--- config.mk ---
export PLATFORM = sky130hd
export DESIGN_NAME = dmux_pkt_steer
export DESIGN_NICKNAME = d
export VERILOG_FILES = /design/src/rtl/dmux_pkt_steer.sv
export SDC_FILE = /design/constraint.sdc
export NUM_CORES = 1
export LEC_CHECK = 0
export BUFFER_PORTS_ARGS = -buffer_cell sky130_fd_sc_hd__buf_2
export CORE_ASPECT_RATIO = 1.5
export CORE_MARGIN = 5
export CORE_UTILIZATION = 44
export CTS_CLUSTER_DIAMETER = 30
export CTS_CLUSTER_SIZE = 24
export DETAILED_ROUTE_END_ITERATION = 6
export PLACE_DENSITY = 0.82
export SLEW_MARGIN = 10
export SYNTH_ARGS = -nofsm -noshare
export SYNTH_HDL_FRONTEND = slang
export SYNTH_SLANG_ARGS = --single-unit
--- constraint.sdc ---
create_clock -name clk -period 1.62 [get_ports clk]
set_input_delay 0.324 -clock clk [delete_from_list [all_inputs] [get_ports clk]]
set_output_delay 0.324 -clock clk [all_outputs]
set_load 0.02 [all_outputs]
--- src/rtl/dmux_pkt_steer.sv ---
// Packet-level steering controller for a 1-to-2 stream demultiplexer.
// One registered holding stage; destination chosen at the first beat and locked until the last.
module dmux_pkt_steer #(
    parameter int DW = 8,
    parameter int CW = 8
) (
    input  logic          clk,
    input  logic          rst,
    input  logic          mode,
    input  logic          in_valid,
    input  logic [DW-1:0] in_data,
    input  logic          in_last,
    output logic          in_ready,
    output logic          out0_valid,
    output logic [DW-1:0] out0_data,
    output logic          out0_last,
    input  logic          out0_ready,
    output logic          out1_valid,
    output logic [DW-1:0] out1_data,
    output logic          out1_last,
    input  logic          out1_ready,
    output logic          sel,
    output logic          busy,
    output logic [CW-1:0] pkt_cnt0,
    output logic [CW-1:0] pkt_cnt1
);

    typedef enum logic {
        IDLE = 1'b0,
        PKT  = 1'b1
    } state_t;

    state_t        state_q, state_d;
    logic          hold_valid_q, hold_valid_d;
    logic [DW-1:0] hold_data_q, hold_data_d;
    logic          hold_last_q, hold_last_d;
    logic          hold_dest_q, hold_dest_d;
    logic          sel_q, sel_d;
    logic          rr_ptr_q, rr_ptr_d;
    logic [CW-1:0] cnt0_q, cnt0_d;
    logic [CW-1:0] cnt1_q, cnt1_d;

    logic drain;
    logic accept;
    logic dest;

    // The held beat carries its own destination, so only that output's ready matters.
    assign drain    = hold_valid_q && (hold_dest_q ? out1_ready : out0_ready);
    assign in_ready = !hold_valid_q || drain;
    assign accept   = in_valid && in_ready;
    assign dest     = (state_q == IDLE) ? (mode ? rr_ptr_q : in_data[0]) : sel_q;

    // FSM: state register
    // NOTE: sequential state uses non-blocking assignments so every register
    // samples pre-edge values regardless of statement order.
    always_ff @(posedge clk or posedge rst) begin
        if (rst) begin
            state_q <= IDLE;
        end else begin
            state_q <= state_d;
        end
    end

    // FSM: next state
    // NOTE: every combinational output gets a default first so no latch is inferred.
    always_comb begin
        state_d = state_q;
        if (accept) begin
            case (state_q)
                IDLE:    if (!in_last) state_d = PKT;
                PKT:     if (in_last)  state_d = IDLE;
                default: state_d = IDLE;
            endcase
        end
    end

    // FSM: outputs
    always_comb begin
        busy = (state_q == PKT);
    end

    // Holding stage, destination lock and packet counters
    always_comb begin
        hold_valid_d = hold_valid_q;
        hold_data_d  = hold_data_q;
        hold_last_d  = hold_last_q;
        hold_dest_d  = hold_dest_q;
        sel_d        = sel_q;
        rr_ptr_d     = rr_ptr_q;
        cnt0_d       = cnt0_q;
        cnt1_d       = cnt1_q;

        if (accept) begin
            hold_valid_d = 1'b1;
            hold_data_d  = in_data;
            hold_last_d  = in_last;
            hold_dest_d  = dest;
            if (state_q == IDLE) begin
                sel_d = dest;
                if (mode) rr_ptr_d = ~rr_ptr_q;
            end
            if (in_last) begin
                if (dest) cnt1_d = cnt1_q + CW'(1);
                else      cnt0_d = cnt0_q + CW'(1);
            end
        end else if (drain) begin
            hold_valid_d = 1'b0;
        end
    end

    // NOTE: the holding data register is reset too, so outputs read back zero
    // after reset rather than stale pre-reset data.
    always_ff @(posedge clk or posedge rst) begin
        if (rst) begin
            hold_valid_q <= 1'b0;
            hold_data_q  <= '0;
            hold_last_q  <= 1'b0;
            hold_dest_q  <= 1'b0;
            sel_q        <= 1'b0;
            rr_ptr_q     <= 1'b0;
            cnt0_q       <= '0;
            cnt1_q       <= '0;
        end else begin
            hold_valid_q <= hold_valid_d;
            hold_data_q  <= hold_data_d;
            hold_last_q  <= hold_last_d;
            hold_dest_q  <= hold_dest_d;
            sel_q        <= sel_d;
            rr_ptr_q     <= rr_ptr_d;
            cnt0_q       <= cnt0_d;
            cnt1_q       <= cnt1_d;
        end
    end

    assign out0_valid = hold_valid_q && !hold_dest_q;
    assign out0_data  = hold_dest_q ? '0 : hold_data_q;
    assign out0_last  = hold_dest_q ? 1'b0 : hold_last_q;
    assign out1_valid = hold_valid_q && hold_dest_q;
    assign out1_data  = hold_dest_q ? hold_data_q : '0;
    assign out1_last  = hold_dest_q ? hold_last_q : 1'b0;
    assign sel        = sel_q;
    assign pkt_cnt0   = cnt0_q;
    assign pkt_cnt1   = cnt1_q;

endmodule

Word-level counts from Yosys, hierarchy flattened:

Index checks and enable logic that the tools add are counted.
W data, S select, Z words.

* add/subtract/negate cells: 2
* reduce and logical (&&, ||, !) cells: 12
* muxes and demuxes: 10
* bitwise gates (word level): 3

Operator list (number)
* $add A8 B1 Y8 const B: 2
* $mux W8: 2
* $reduce_and A3 Y1: 3
* $mux W1: 8
* $logic_and A1 B1 Y1: 4
* $not A1 Y1: 3
* $logic_not A1 Y1: 2
* $reduce_and A2 Y1: 1
* $reduce_bool A2 Y1: 1
* $logic_or A1 B1 Y1: 1

* logic and storage cells: 36
* input bits: 15
* bits in registers: 30
* output and inout port bits: 39

Longest topological paths before layout:

Gate-level depths: netlist of run 1.

* word-level depth: 5
* gate-level depth with buffers: 5
* gate-level depth less buffers: 5

Worst setup path after synthesis of run 1:

OpenSTA, ideal clock, no wires.

* kind: flip-flop to flip-flop
* start: register hold_dest_q
* end: register hold_data_q[0]
* period minus slack after synthesis: 1.534 ns
* path buffers: 1
* setup slack: 0.086 ns
* data arrival time: 1.409 ns
* library setup time: 0.125 ns
* cell stages (with the launch flop): 5
* path through: dfrtp_1 -> mux2_4 -> o21ai_4 -> buf_6 -> mux2_2

* word-level cells in the longest chain between the ends: 4

RTL lines
* start, declared: RTL line 37 `logic hold_dest_q, hold_dest_d;`
* start signal, assigned: RTL line 127 `hold_dest_q <= hold_dest_d;`
* $mux W1: RTL line 48 `assign drain = hold_valid_q && (hold_dest_q ? out1_ready : out0_ready);`
* $logic_and A1 B1 Y1: RTL line 48
* $logic_or A1 B1 Y1: RTL line 49 `assign in_ready = !hold_valid_q || drain;`
* $logic_and A1 B1 Y1: RTL line 50 `assign accept = in_valid && in_ready;`
* end signal, assigned: RTL line 125 `hold_data_q <= hold_data_d;`
* end, declared: RTL line 35 `logic [DW-1:0] hold_data_q, hold_data_d;`

Every way passes these cells.
A chain may end at the register's enable or synchronous reset.

Worst setup path after layout of run 1:

* start: register hold_dest_q
* end: output out0_last

* word-level cells in the longest chain between the ends: 1

RTL lines
* $mux W1: RTL line 137 `assign out0_last = hold_dest_q ? 1'b0 : hold_last_q;`
* end, declared: RTL line 16 `output logic out0_last,`

Every way passes these cells.

==> results of run 1 <==
[metal layers]
metal	share of wire, %	up-vias
li1	-	567
met1	38	561
met2	52	41
met3	6.7	5
met4	2.7	0
met5	0	-
[sequential cells by signal (all words and copies together), names as in the netlist]
| register | count |
|---|---|
| sel | 1 |
| rr_ptr_q | 1 |
| pkt_cnt1 | 8 |
| hold_last_q | 1 |
| pkt_cnt0 | 8 |
| hold_valid_q | 1 |
| hold_dest_q | 1 |
| hold_data_q | 8 |
| busy | 1 |
[power groups by stage]
stage	combinational [W]	sequential, W	clock [W]
finish	0.00163	0.00122	0.000597
detailed placement	0.00159	0.00123	0
global route	0.00177	0.00126	0.000643
floorplan	0.000947	0.00132	0
global placement	0.00157	0.00122	0
CTS	0.00162	0.00122	0.000617
[metrics by stage]
step                      worst slack (ps)  power, W  instances
after detailed placement              6.62   0.00281        227
after global routing                 -26.8   0.00367        238
after CTS                             28.9   0.00346        236
after global placement                27.9   0.00279        227
after floorplan                       86.3   0.00227        131
final                                 41.9   0.00345        238
[worst max path at each step]
stage	startpoint	to	slack, ps	depth (start not counted)
2_1_floorplan	hold_dest_q	hold_data_q[0]	90	4
3_3_place_gp	mode	pkt_cnt0[1]	30	6
5_1_grt	hold_dest_q	pkt_cnt0[1]	-30	5
6_report	hold_dest_q	out0_last	40	3
3_5_place_dp	mode	pkt_cnt0[1]	7	6
4_1_cts	hold_dest_q	out0_last	30	3
[worst max-delay path, cell delays in order (launching register included)]
cell and delay (ps):
sky130_fd_sc_hd__dfrtp_2 430, sky130_fd_sc_hd__buf_6 170, sky130_fd_sc_hd__and2b_2 220, sky130_fd_sc_hd__buf_2 150
[layout by cell type (no fill, tap or decap), types with 4 or more instances in the layout]
cell                        n
sky130_fd_sc_hd__nor2_1     4
sky130_fd_sc_hd__xor2_1     7
sky130_fd_sc_hd__buf_4      5
sky130_fd_sc_hd__xnor2_1    8
sky130_fd_sc_hd__nand2_1    7
sky130_fd_sc_hd__nand3_1    9
sky130_fd_sc_hd__nor2b_1    8
sky130_fd_sc_hd__buf_2     52
sky130_fd_sc_hd__dfrtp_1   29
sky130_fd_sc_hd__and2_1    12
sky130_fd_sc_hd__clkbuf_8   6
sky130_fd_sc_hd__mux2_2    11
[cells by family after synthesis]
kind of cell	after synthesis	synth area share, %
adders and majority gates	2	1.65
buffers and inverters	7	2.72
xor gates and xnor gates	15	8.66
AOI/OAI and AO/OA	5	4.04
DFF	30	49.5
muxes	15	12.3
and+or+nand+nor	57	21.1
[final cells by class]
class | count | area (µm²)
Inverter | 3 | 11.3
Timing Repair Buffer | 61 | 360
Tap cell | 42 | 52.6
Multi-Input combinational cell | 94 | 737
Sequential cell | 30 | 752
Clock inverter | 1 | 5.00
Fill cell | 309 | 1380
Clock buffer | 7 | 86.3
[what timing repair did]
action | CTS | global route
pin swaps | 0 | 3
hold buffers | 0 | 0
endpoints found under the setup margin | 2 | 5
setup buffers | 1 | 2
gates resized for setup | 3 | 4
==> summary.md, run 1 <==
TritonCTS built the clock tree. Across the routed clock network, the largest skew measured is 5.38 ps. Per report_power, the clock group accounts for 17.3% of the total. The number of detailed-routing iterations run before antenna repair was 4; the layout overhead on the synthesized area was 32.2%.

The worst register-to-register path begins at hold_dest_q. The run gives 1.00 nW as the static leakage power. In this run the worst path has a maximum fanout of 17.

Data arrives at the worst endpoint at 1250 ps. Clock-pin slew was measured on the worst setup and hold paths at 60 ps. Number of slew-limit violations in the final report: 0. Subtracting the final worst setup slack from the clock period gives 1580 ps. Setup repair after global routing could not meet its margin everywhere.

After synthesis, the most frequently instantiated cells are sky130_fd_sc_hd__dfrtp_1 (30), sky130_fd_sc_hd__and2_1 (12), sky130_fd_sc_hd__mux2_2 (11), sky130_fd_sc_hd__nand3_1 (9). The type of the setup path with the least slack was reg2out. In this run the most used layer during global routing was met2. The met1 capacity usage during global routing came out at 13.7%. The final hold violation count was 0; the aggregate global-route resource usage was 14.0%. The run gives 25.5% as the met2 capacity usage during global routing. The mean instance size in the synthesized netlist came out at 11.6 µm². Dividing total power by cell area gives a power density of 1720 nW/µm².

The nature of the critical path endpoint is an output port. The sequential cell fraction of total power was 35.5%; the count of distinct cell types in the synthesized netlist was 29. Of the total power, the share spent switching nets is 40.8%.

For the half-perimeter wire length after placement, the log shows 2.37 mm. Port buffer count: 53. At the end of routability-driven placement, the weighted congestion stood at 0.848.

Static timing analysis puts the maximum clock frequency at 634 MHz. The register-to-register setup slack came out at 50 ps. The tightest min-delay check is of the in2async type. Yosys attributes the largest share of cell area to sky130_fd_sc_hd__dfrtp_1 (50%), sky130_fd_sc_hd__mux2_2 (8.2%), sky130_fd_sc_hd__and2_1 (5.0%), sky130_fd_sc_hd__xnor2_1 (4.6%), sky130_fd_sc_hd__xor2_1 (4.0%).

The floorplan has 26 rows. The run gives 131 as the number of instances in the synthesized netlist. The height of the die is 81.9 µm, and the per-cell via count in the routed design is 4.93.

The async set or reset register ratio after synthesis was 100%. Sequential elements use 49.5% of the synthesized area. Synthesis inferred 30 register bits. The longest clock path from root to sink contains 2 buffers. After layout, the worst path uses 97.4% of the clock period.

The net count of the finished layout is 212. With fillers left out, the area of the finished cells amounts to 2000 µm². The placed instances occupy a cell area of 1870 µm².

Summing every instance area after synthesis gives 1520 µm². The total via count after detailed routing was 1,174. sky130_fd_sc_hd__dfrtp_1 takes more of the synthesized area than any other cell. For this run the aggregate overflow at the end of global routing stands at 0. The number of placed I/O pins is 54.

In this run the critical register-to-register path is captured at hold_data_q[0]. The routed length per instance was 13.1 µm; the final hold slack was 101 ps. For this block, the routed nets add up to 3.12 mm of wire. For the worst endpoint required time, the log shows 1300 ps. In this run the number of H-tree levels came out at 2. Yosys printed 0 warnings. Cells with a size suffix above 1 make up 46.9% of the layout. Clock tree synthesis inserted a total of 5 buffers. The number of nets still failing antenna checks after routing is 0, and the area of the core region is 3380 µm². Counting every sink on the clock net gives 30. The worst setup path is launched from a flop. The count of inserted antenna diode cells came out at 0.

Across the VDD grid, the largest voltage drop is 1.08 mV. The tools report the buffer cell driving the clock tree root as sky130_fd_sc_hd__clkbuf_8. The tools report the internal power as 0.00204 W. For the combinational cell fraction of total power, the log shows 47.2%. Across the run, the number of max-cap violations was 0. The largest net degree at the start of global routing was 31.

The number of global-route vias before repair came out at 1,146. The utilization after layout is 59.2%, and the worst slew margin relative to its limit is 75.2%. Counting flops with a built-in enable in the synthesized netlist gives 0. Insertion delay to the later sink of the worst-skew pair: 280 ps. Sum of negative setup slack: 0 ps. In the routed design, unresolved DRC markers number 0. The tools report the initial detailed-routing violation count as 34. The overall die width was 57.9 µm. For this configuration, the core starts out at a cell density of 44.8%. The portion of synthesized cell area occupied by the leading cell type came out at 49.5%. The flow ran to the end, and the final reports show no timing, DRC or antenna violations.

Cell with the most instances after synthesis: sky130_fd_sc_hd__dfrtp_1. The tools report the global routing usage on met3 as 3.14%. The cell depth of the worst flop-to-flop path was 4.

Global-route wire length before repair: 4.95 mm. Setup violations remaining at the end of the flow were counted as 0. The number of antenna violations at the first check in global routing was 0; the post-synthesis net count was 148. The prevailing post-synth register cell was sky130_fd_sc_hd__dfrtp_1. The die covers 4740 µm².

The switching power came out at 0.00141 W. The transition time at the pin with the least slew margin was 372 ps.
Note: power is estimated with default switching activity, not from simulation.
==> run 2: changes to the inputs <==
Settings changed: RECOVER_POWER set to 100.
==> summary.md, run 2 (same netlist as run 1, synthesis figures left out) <==
The run finished with clean final reports. The per-cell via count in the routed design was 4.91 (was 4.93). The setup slack after layout is 41.9 ps (about the same), and the total CTS buffers is 5 (unchanged). For the final setup violation count, the log shows 0 (unchanged). The nature of the critical path startpoint was a flop (unchanged). The number of detailed-routing iterations run before antenna repair is 4 (unchanged). Port buffer count: 53 (unchanged). The final period demand of the worst path is 1580 ps (about the same), and the max-capacitance violation count is 0 (unchanged). The run gives 0 (unchanged) as the number of slew-limit violations in the final report. The tools report the number of placement rows as 26 (unchanged). The height of the die is 81.9 µm (unchanged), and the peak supply drop is 1.07 mV (was 1.08 mV). The insertion delay to the later sink of the worst-skew pair was 280 ps (about the same); the worst endpoint required time was 1300 ps (about the same). Buffer cell driving the clock tree root: sky130_fd_sc_hd__clkbuf_8 (unchanged). The tools report the static leakage power as 0.923 nW (was 1.00 nW).

The utilization after layout is 58.2% (was 59.2%), and the maximum operating frequency is 634 MHz (about the same). Final worst-path cycle share: 97.4% (about the same). The total overflow reported by the global router was 0 (unchanged). Residual DRC count: 0 (unchanged). The area enclosed by the die boundary was 4740 µm² (unchanged); the routed wire length on met2 was 1.60 mm (was 1.63 mm). The sequential cell area came out at 752 µm² (unchanged).

The path type of the worst min-delay path was in2async (unchanged). The cell depth of the worst flop-to-flop path was 5 (was 4); the layout overhead on the synthesized area was 29.9% (was 32.2%). The tools report the nature of the critical path endpoint as an output port (unchanged). The tools report the cell area after layout as 1970 µm² (was 2000 µm²).

The worst-path maximum fanout is 17 (unchanged), and the largest net degree at the start of global routing is 31 (unchanged). The type of the setup path with the least slack is reg2out (unchanged). The run gives 2 (unchanged) as the maximum clock path buffer count. The register-to-register setup slack came out at 50 ps (about the same).

The final clock skew came out at 6.02 ps (was 5.38 ps). Combinational cell fraction of total power: 46.6% (was 47.2%). Timing startpoint of the critical path: hold_dest_q (unchanged). The clock input transition at the sequential cells of the worst setup and hold paths came out at 60 ps (about the same). The critical register-to-register path endpoint is pkt_cnt0[1] (was hold_data_q[0]). Post-place setup slack: 6.62 ps (unchanged).

The most common library cell in the layout ignoring fill and taps was sky130_fd_sc_hd__dfrtp_1 (was sky130_fd_sc_hd__buf_2). The switching part of the total power came out at 41.4% (was 40.8%). For the number of global-route vias before repair, the log shows 1,146 (unchanged).

The number of antenna violations at the first check in global routing came out at 0 (unchanged). The clock network fraction of total power was 17.5% (was 17.3%). The area of the core region was 3380 µm² (unchanged); the aggregate global-route resource usage was 14.0% (unchanged).

Count of inserted antenna diode cells: 0 (unchanged). The initial cell density of the core is 44.8% (unchanged). Number of placed I/O pins: 54 (unchanged). The global-route wire length before repair came out at 4.95 mm (unchanged).

The wire length on met1 was 1.21 mm (was 1.20 mm); the half-perimeter wire length after placement was 2.37 mm (unchanged). Setup repair after global routing could not meet its margin everywhere. The tools report the final hold violation count as 0 (unchanged). The total via count after detailed routing is 1,168 (was 1,174), and the share of layout cells above drive strength 1 is 36.7% (was 46.9%). The initial detailed-routing violation count was 36 (was 34); the routed length per instance was 13.1 µm (about the same). Commonest cells after routing, fill and taps aside: sky130_fd_sc_hd__dfrtp_1 (29), sky130_fd_sc_hd__clkbuf_1 (21), sky130_fd_sc_hd__buf_2 (17) (was sky130_fd_sc_hd__buf_2 (52), sky130_fd_sc_hd__dfrtp_1 (29), sky130_fd_sc_hd__and2_1 (12)). The overall die width works out to 57.9 µm (unchanged). For the fill cell instance count of the final layout, the log shows 324 (was 309).

The startpoint of the lowest-slack register-to-register path is hold_dest_q (unchanged). The number of nets still failing antenna checks after routing is 0 (unchanged). Number of nets in the layout: 212 (unchanged). The internal power came out at 0.00200 W (was 0.00204 W). The tools report the total length of routed wires as 3.12 mm (about the same). The run gives 0.848 (unchanged) as the placer's final routability congestion estimate. The run gives 211 µm (was 208 µm) as the routed length on met3.

The tools report the area occupied by multi-input gates as 729 µm² (was 737 µm²). The uppermost layer routed was met4 (unchanged). The transition time at the pin with the least slew margin works out to 730 ps (was 372 ps). TritonCTS built the clock tree. The data arrival time of the critical path was 1250 ps (about the same); the worst slew margin relative to its limit was 51.3% (was 75.2%).

For the sequential cell fraction of total power, the log shows 35.9% (was 35.5%). The number of sinks on the clock net was 30 (unchanged). The logs give 2 (unchanged) for the total number of H-tree levels and 1870 µm² (unchanged) for the cell area after placement. The tools report the switching power as 0.00141 W (about the same). The power density over the cells is 1730 nW/µm² (was 1720 nW/µm²).
==> run 2: cell types whose count changed in the layout (fill, tap and decap cells not counted), sizes merged <==
| cell | before | now |
|---|---|---|
| clkbuf | 7 | 43 |
| buf | 61 | 25 |
==> run 2: worst max-delay path: stages, from the launching register on <==
cell and delay (ps):
sky130_fd_sc_hd__dfrtp_2 430, sky130_fd_sc_hd__buf_6 170, sky130_fd_sc_hd__and2b_2 220, sky130_fd_sc_hd__buf_2 150
==> run 2: worst max path at each step <==
| stage | end | slack [ps] | cells past startpoint |
|---|---|---|---|
| floorplan | hold_data_q[0] | 90 | 4 |
| global placement | pkt_cnt0[1] | 30 | 6 |
| detailed placement | pkt_cnt0[1] | 7 | 6 |
| CTS | out0_last | 30 | 3 |
| global route | pkt_cnt0[1] | -30 | 5 |
| finish | out0_last | 40 | 3 |
==> run 2: layout make-up <==
class                   count  share of cell area [%]
clock buffers               7                    4.38
clock inverters             1                   0.254
inverters                   3                   0.572
multi-input cells          94                    37.0
flip-flops and latches     30                    38.2
well taps                  42                    2.67
repair buffers             61                    16.9
==> run 2: power groups by stage <==
stage	clock, W	combinational [W]	sequential, W
finish	0.000598	0.00159	0.00122
global placement	0	0.00157	0.00122
floorplan	0	0.000947	0.00132
CTS	0.000617	0.00162	0.00122
global route	0.000643	0.00173	0.00126
detailed placement	0	0.00159	0.00123
==> run 2: per-layer routing <==
| layer | up-vias | track usage (%) |
|---|---|---|
| li1 | 569 | - |
| met1 | 551 | 13.7 |
| met2 | 41 | 25.5 |
| met3 | 7 | 3.14 |
| met4 | 0 | 9.74 |
| met5 | - | 0 |
==> run 2: per-stage QoR <==
step	setup TNS [ps]	power [W]	instances	hold WS (ps)
after CTS	0	0.00346	236	110
after detailed placement	0	0.00281	227	415
after global routing	-74.5	0.00363	238	280
after floorplan	0	0.00227	131	415
final	0	0.00341	238	235
after global placement	0	0.00279	227	412
==> run 2: what timing repair did <==
item                                    in CTS  in global routing
pin swaps                                    0                  3
gates resized for setup                      3                  4
buffers inserted                             1                  2
endpoints found under the setup margin       2                  5
hold buffers                                 0                  0
cloned                                       0                  0
